--- src/rtl/v2i_enable_sequencer.sv ---
// Power-up sequencer and supervisor for a single V2I brick.
// Drives the brick enable and test pins, qualifies the asynchronous ok flag,
// restarts the brick after a dropout or settle timeout, and latches a fault
// once the retry budget is used up.
module v2i_enable_sequencer #(
  parameter int unsigned SETTLE_CYCLES = 64,
  parameter int unsigned DEBOUNCE      = 4,
  parameter int unsigned OFF_CYCLES    = 16,
  parameter int unsigned MAX_RETRY     = 3,
  parameter int unsigned CNT_W         = 8
) (
  input  logic       clk,
  input  logic       rst_n,
  input  logic       req_on,
  input  logic       ten_req,
  input  logic       clear_fault,
  input  logic       ok_v2i,
  output logic       enable_v2i,
  output logic       ten_v2i,
  output logic       ready,
  output logic       fault,
  output logic [2:0] retry_cnt
);

  localparam int unsigned DEB_W   = 4;
  localparam int unsigned RETRY_W = 3;

  localparam logic [CNT_W-1:0]   SETTLE_LAST = CNT_W'(SETTLE_CYCLES - 1);
  localparam logic [CNT_W-1:0]   OFF_LAST    = CNT_W'(OFF_CYCLES - 1);
  localparam logic [DEB_W-1:0]   DEB_LAST    = DEB_W'(DEBOUNCE - 1);
  localparam logic [RETRY_W-1:0] RETRY_MAX   = RETRY_W'(MAX_RETRY);

  typedef enum logic [2:0] {
    ST_OFF      = 3'd0,
    ST_SETTLE   = 3'd1,
    ST_ON       = 3'd2,
    ST_COOLDOWN = 3'd3,
    ST_FAULT    = 3'd4
  } state_t;

  state_t             state_q;
  state_t             state_d;
  logic [CNT_W-1:0]   timer_q;
  logic [CNT_W-1:0]   timer_d;
  logic [RETRY_W-1:0] retry_d;
  logic               fail_c;

  logic               ok_meta;
  logic               ok_s;
  logic [DEB_W-1:0]   deb_cnt;
  logic               ok_lvl;
  logic               deb_flip;
  logic               ok_q;

  // Two-flop synchronizer for the brick ok flag.
  always_ff @(posedge clk or negedge rst_n) begin
    if (!rst_n) begin
      ok_meta <= 1'b0;
      ok_s    <= 1'b0;
    end else begin
      ok_meta <= ok_v2i;
      ok_s    <= ok_meta;
    end
  end

  // The current ok_s sample is the last one of the qualifying run, so the
  // qualified level is visible in the same cycle the run completes.
  always_comb begin
    deb_flip = (ok_s != ok_lvl) && (deb_cnt == DEB_LAST);
    ok_q     = enable_v2i && (deb_flip ? ok_s : ok_lvl);
  end

  // Debounce run counter and held qualified level; both idle while disabled.
  always_ff @(posedge clk or negedge rst_n) begin
    if (!rst_n) begin
      deb_cnt <= '0;
      ok_lvl  <= 1'b0;
    end else if (!enable_v2i) begin
      deb_cnt <= '0;
      ok_lvl  <= 1'b0;
    end else if (ok_s == ok_lvl) begin
      deb_cnt <= '0;
    end else if (deb_flip) begin
      deb_cnt <= '0;
      ok_lvl  <= ok_s;
    end else begin
      deb_cnt <= deb_cnt + DEB_W'(1);
    end
  end

  // Next-state, timer and retry bookkeeping.
  always_comb begin
    state_d = state_q;
    timer_d = timer_q;
    retry_d = retry_cnt;
    fail_c  = 1'b0;

    unique case (state_q)
      ST_OFF: begin
        if (req_on) begin
          state_d = ST_SETTLE;
          timer_d = '0;
        end
      end

      ST_SETTLE: begin
        timer_d = timer_q + CNT_W'(1);
        if (!req_on) begin
          state_d = ST_OFF;
        end else if (ok_q) begin
          state_d = ST_ON;
        end else if (timer_q == SETTLE_LAST) begin
          fail_c = 1'b1;
        end
      end

      ST_ON: begin
        if (!req_on) begin
          state_d = ST_OFF;
        end else if (!ok_q) begin
          fail_c = 1'b1;
        end
      end

      ST_COOLDOWN: begin
        timer_d = timer_q + CNT_W'(1);
        if (timer_q == OFF_LAST) begin
          timer_d = '0;
          state_d = req_on ? ST_SETTLE : ST_OFF;
        end
      end

      ST_FAULT: begin
        if (clear_fault) begin
          state_d = ST_OFF;
        end
      end

      default: begin
        state_d = ST_OFF;
      end
    endcase

    // A failure either consumes a retry or, with none left, latches the fault.
    if (fail_c) begin
      timer_d = '0;
      if (retry_cnt == RETRY_MAX) begin
        state_d = ST_FAULT;
      end else begin
        retry_d = retry_cnt + RETRY_W'(1);
        state_d = ST_COOLDOWN;
      end
    end

    // Returning to OFF starts a fresh retry budget.
    if (state_d == ST_OFF) begin
      retry_d = '0;
    end
  end

  // State register and outputs registered from the next state.
  always_ff @(posedge clk or negedge rst_n) begin
    if (!rst_n) begin
      state_q    <= ST_OFF;
      timer_q    <= '0;
      retry_cnt  <= '0;
      enable_v2i <= 1'b0;
      ready      <= 1'b0;
      fault      <= 1'b0;
      ten_v2i    <= 1'b0;
    end else begin
      state_q    <= state_d;
      timer_q    <= timer_d;
      retry_cnt  <= retry_d;
      enable_v2i <= (state_d == ST_SETTLE) || (state_d == ST_ON);
      ready      <= (state_d == ST_ON);
      fault      <= (state_d == ST_FAULT);
      ten_v2i    <= ten_req && (state_q != ST_FAULT);
    end
  end

endmodule

--- config.mk ---
export PLATFORM = sky130hd
export DESIGN_NAME = v2i_enable_sequencer
export DESIGN_NICKNAME = d
export VERILOG_FILES = /design/src/rtl/v2i_enable_sequencer.sv
export SDC_FILE = /design/constraint.sdc
export NUM_CORES = 1
export LEC_CHECK = 0
export BUFFER_PORTS_ARGS = -buffer_cell sky130_fd_sc_hd__buf_2
export CAP_MARGIN = 20
export CORE_MARGIN = 2
export CORE_UTILIZATION = 40
export DETAILED_ROUTE_END_ITERATION = 10
export MAX_ROUTING_LAYER = met4
export PLACE_DENSITY_LB_ADDON = 0.1
export SLEW_MARGIN = 0
export SYNTH_ARGS = -nofsm -noshare
export SYNTH_HDL_FRONTEND = slang
export SYNTH_SLANG_ARGS = --single-unit
--- constraint.sdc ---
create_clock -name clk -period 2.9 [get_ports clk]
set_input_delay 0.435 -clock clk [delete_from_list [all_inputs] [get_ports clk]]
set_output_delay 0.435 -clock clk [all_outputs]
set_load 0.005 [all_outputs]
[Word-level counts from Yosys, hierarchy flattened]
Index checks and enable logic that the tools add are counted.
Operators by class
  add/sub/neg operators: 3
  eq/ne operators: 17
  multiplexer cells: 29
  reductions and logical operators: 10
Operators with widths (number)
  2-to-1 mux 3 bit: 11
  2-to-1 mux 8 bit: 3
  one-hot mux 8 bit (3 select lines): 1
  one-hot mux 3 bit (5 select lines): 1
  equality test 3 x 2 -> 1 bit (second input constant): 4
  2-to-1 mux 4 bit: 3
  2-to-1 mux 1 bit: 9
  adder 8 x 1 -> 8 bit (second input constant): 1
  equality test 8 x 4 -> 1 bit (second input constant): 1
  equality test 8 x 6 -> 1 bit (second input constant): 1
  equality test 3 x 1 -> 1 bit (second input constant): 2
  equality test 3 bit (second input constant): 2
  zero test 3 bit: 2
  != test 3 bit (second input constant): 2
  adder 4 x 1 -> 4 bit (second input constant): 1
  equality test 4 x 2 -> 1 bit (second input constant): 1
  AND reduction 2 bit: 2
  nonzero test 4 bit: 1
  adder 3 x 1 -> 3 bit (second input constant): 1
  logical AND 1 bit: 3
  != test 2 x 1 -> 1 bit (second input constant): 1
  != test 2 bit (second input constant): 1
  one-hot mux 1 bit (2 select lines): 1
  nonzero test 2 bit: 1
  other kinds (3): 3
Storage, ports and cells
  flip-flop bits (word level): 25
  input port bits: 6
  output and inout port bits: 7
  word-level logic and storage cells: 70

[Depth between registers and ports, before layout]
  word-level depth: 11
  mapped depth: 7
  gate-level depth less buffers: 7

[Worst setup path after synthesis]
OpenSTA, ideal clock, no wires.
  path type: flip-flop to flip-flop
  start point: reg deb_cnt[0]
  end point: reg timer_q[3]
  arrival time: 1659 ps
  required time: 2776 ps
  slack: 1117 ps
  stages on the path, launching flop included: 8
  buffers on the path: 0
  clock period less this slack: 1783 ps
  cell sequence: dfrtp_1 > ha_1 > nor3b_2 > mux2_4 > inv_4 > o31ai_4 > nor3_1 > a211o_1
Between the ends
  word-level cells in the longest chain between the ends: 9
  elaborated cells between the ends (all ways): 13
Ends and longest elaborated chain
  start: declaration: RTL line 50  | logic [DEB_W-1:0] deb_cnt;
  start signal: assignment: RTL line 87  | deb_cnt <= deb_cnt + DEB_W'(1);
  equality test 4 x 2 -> 1 bit *: RTL line 69  | deb_flip = (ok_s != ok_lvl) && (deb_cnt == DEB_LAST);
  logical AND 1 bit *: RTL line 69
  2-to-1 mux 1 bit *
  logical AND 1 bit *: RTL line 70  | ok_q = enable_v2i && (deb_flip ? ok_s : ok_lvl);
  2-to-1 mux 1 bit, on equally long branches: RTL line 120, 110
  2-to-1 mux 1 bit, on equally long branches: RTL line 118, 108
  one-hot mux 1 bit (2 select lines) *: RTL line 98  | unique case (state_q)
  != test 3 bit (no source line) / nonzero test 4 bit (equally long branches)
  AND reduction 2 bit (no source line)
  end signal: assignment: RTL line 173  | timer_q <= timer_d;
  end: declaration: RTL line 43  | logic [CNT_W-1:0] timer_q;
Mark *: on every way between the ends. The rest lies on a longest branch, timed or not.
A chain may end at the register's enable or synchronous reset.

[Final worst setup path]
  start point: reg deb_cnt[0]
  end point: reg timer_q[5]
The elaborated chain is that of the path after synthesis.

==> impl_metrics.ini <==
[sta]
max_freq_mhz = 510
hold_viol = 0
tns_ps = 0
period_minus_slack_ps = 1960
holdWs_ps = 86.8
slew-limit-headroom = 0.642
worstMarginPinSlew_ps = 537
setup_viol = 0
post-route-period-util = 0.676
final_max_slew_viol_count = 0
finClkSkew_ps = 4.41
grt_setup_unrepaired = no

[clocking]
htreeDepth = 1
postCtsSetupBuffers = 0
cts_made_buffers = 3
cts_tree = yes
cts_root_buf = clkbuf_4
cts_buffer_depth = 2
cts.sinks = 25
path_clk_slew_ps = 130
ctsHoldBuffers = 0
clock_latency_ps = 310
cts-resized-gates = 0

[yosys]
synthAdderAreaFrac = 0.0387
ys_async_sr_fraction = 1.00
syn_inst = 128
synth-xor-area-share = 0.0338
synth_area_um2 = 1290
syn_area_per_cell_um2 = 10.1
synth_compound_area_frac = 0.168
synth_cell_types = 41
synth_top_family_by_area = simple AND/OR/NAND/NOR gates
ys.flop_type = dfrtp_1
synth_edf_count = 0
ys_seq_elements = 25
synth-seq-area-share = 0.484
yosys-mux-area-fraction = 0.0193
yosysWarnings = 0
synth-simple-area-share = 0.226
syn_nets = 138

[critical_path]
path_max_fanout = 8
required_ps = 3110
crit_chain = ha_1 -> nor3b_2 -> mux2_4 -> inv_4 -> o31ai_4 -> nor3_1 -> a211o_1
crit_path_end_kind = flop
criticalPathCategory = flop to flop
r2r_cells = 7
start_kind = flop
crit_arrival_ps = 2170
cp_slowest_cell = dfrtp_1
slowest_delay_ps = 400

[detailed_routing]
drt-initial-drc-count = 28
via_per_inst = 5.18
final_antenna_net_count = 0
wl_per_cell_um = 12.2
vias = 964
dr.pass1.iters = 5
routed_wl_um = 2270
drc = 0

[floorplanning]
std_cell_rows = 20
fp.coreArea_um2 = 3050
die_h_um = 60.9
die_w_um = 60.9
die-area_um2 = 3710
io_pins = 13
initial_core_util = 0.424

[worst_hold_path]
hold_class = input port to asynchronous set/reset pin

[global_route]
grt_pass1_wl_um = 3860
grt.total_usage = 0.145
grt_max_degree = 26
grt_antenna_before_repair = 0
grt_overflow = 0
grt_pass1_vias = 871

[cells_and_area]
finalInstanceArea_um2 = 1430
layout_commonest_cell = dfrtp_1
diodes = 0
nNetsFinal = 153
area_delta_synth_final_pct = 10.3
mostFrequentLayoutCells = 25 x dfrtp_1, 14 x nor2_1, 12 x buf_2
drive_gt1_frac = 0.169

[power_and_ir_drop]
power_leakage_nw = 0.726
vdd_drop_max_uv = 244
power_density_nw_per_um2 = 532

[placement]
detailed_place_hpwl_um = 1730
gp_congestion = 0.799
place_area_um2 = 1400
port_buffers = 12

[flow_run]
cap_violations = 0

[run_status]
outcome = finished, final reports clean
[critical path, delay by kind of cell (launching register included)]
family | cells | cell delay (ps)
DFF | 1 | 400
AOI/OAI and AO/OA | 2 | 630
and+or+nand+nor | 2 | 350
muxes | 1 | 230
adders and majority gates | 1 | 200
buffers and inverters | 1 | 50
[worst paths after layout]
kind | startpoint | end | slack (ps)
max | deb_cnt[0]$_DFF_PN0_ | timer_q[5]$_DFFE_PN0P_ | 940
min | rst_n | deb_cnt[3]$_DFF_PN0_ | 90
max reg2reg | deb_cnt[0]$_DFF_PN0_ | timer_q[5]$_DFFE_PN0P_ | 940
min reg2reg | ok_meta$_DFF_PN0_ | ok_s$_DFF_PN0_ | 360
max in group asynchronous | rst_n | timer_q[2]$_DFFE_PN0P_ | 2460
min in group clk | ok_v2i | ok_meta$_DFF_PN0_ | 220
[cell type report]
type,count,area [µm²]
Fill cell,315,1630
Clock buffer,3,22.5
Inverter,7,28.8
Multi-Input combinational cell,94,629
Sequential cell,25,626
Clock inverter,1,5.00
Timing Repair Buffer,12,60.1
Tap cell,44,55.1
[state kept, by name (all words and copies together), names as in the netlist]
| signal | flops |
|---|---|
| ok_lvl | 1 |
| fault | 1 |
| ten_v2i | 1 |
| timer_q | 8 |
| ready | 1 |
| ok_s | 1 |
| state_q | 3 |
| deb_cnt | 4 |
| enable_v2i | 1 |
| retry_cnt | 3 |
| ok_meta | 1 |
[metal layers]
metal | GRT usage | vias up | share of wire
li1 | - | 485 | -
met5 | - | - | 0
met1 | 0.181 | 459 | 0.49
met4 | 0.0652 | 0 | 0.0079
met2 | 0.223 | 18 | 0.47
met3 | 0.0320 | 2 | 0.038
[synthesized netlist by cell type (3+ instances only)]
| cell type | count | area (µm²) |
|---|---|---|
| ha_1 | 4 | 50.1 |
| o21ai_0 | 5 | 25.0 |
| nor2_1 | 14 | 52.6 |
| dfrtp_1 | 25 | 626 |
| xor2_1 | 4 | 35.0 |
| inv_1 | 6 | 22.5 |
| a21oi_1 | 3 | 15.0 |
| nor3_1 | 6 | 30.0 |
| nand2_1 | 9 | 33.8 |
| and2_1 | 3 | 18.8 |
| a21o_1 | 3 | 22.5 |
| and3_1 | 5 | 31.3 |
| nand3_1 | 7 | 35.0 |
[stage by stage]
step	power (mW)	std cells	worst slack [ps]	util
after floorplan	0.567	128	1120	-
after global placement	0.615	182	999	0.458
after detailed placement	0.619	182	927	0.458
after CTS	0.774	186	913	0.467
after global routing	0.824	186	798	0.467
final	0.758	186	940	0.467
[cells by family after synthesis]
kind of cell / after synthesis
fa+ha+maj: 4
mux: 2
buf+inv: 9
simple gates: 55
xor+xnor: 5
compound gates: 28
flops: 25
[report_power, final]
group,internal [mW],leakage [nW],switching [mW]
Combinational,0.0703,0.375,0.0994
Clock,0.0515,0.0177,0.0960
Sequential,0.389,0.333,0.0527
(Power assumes the default switching activity.)
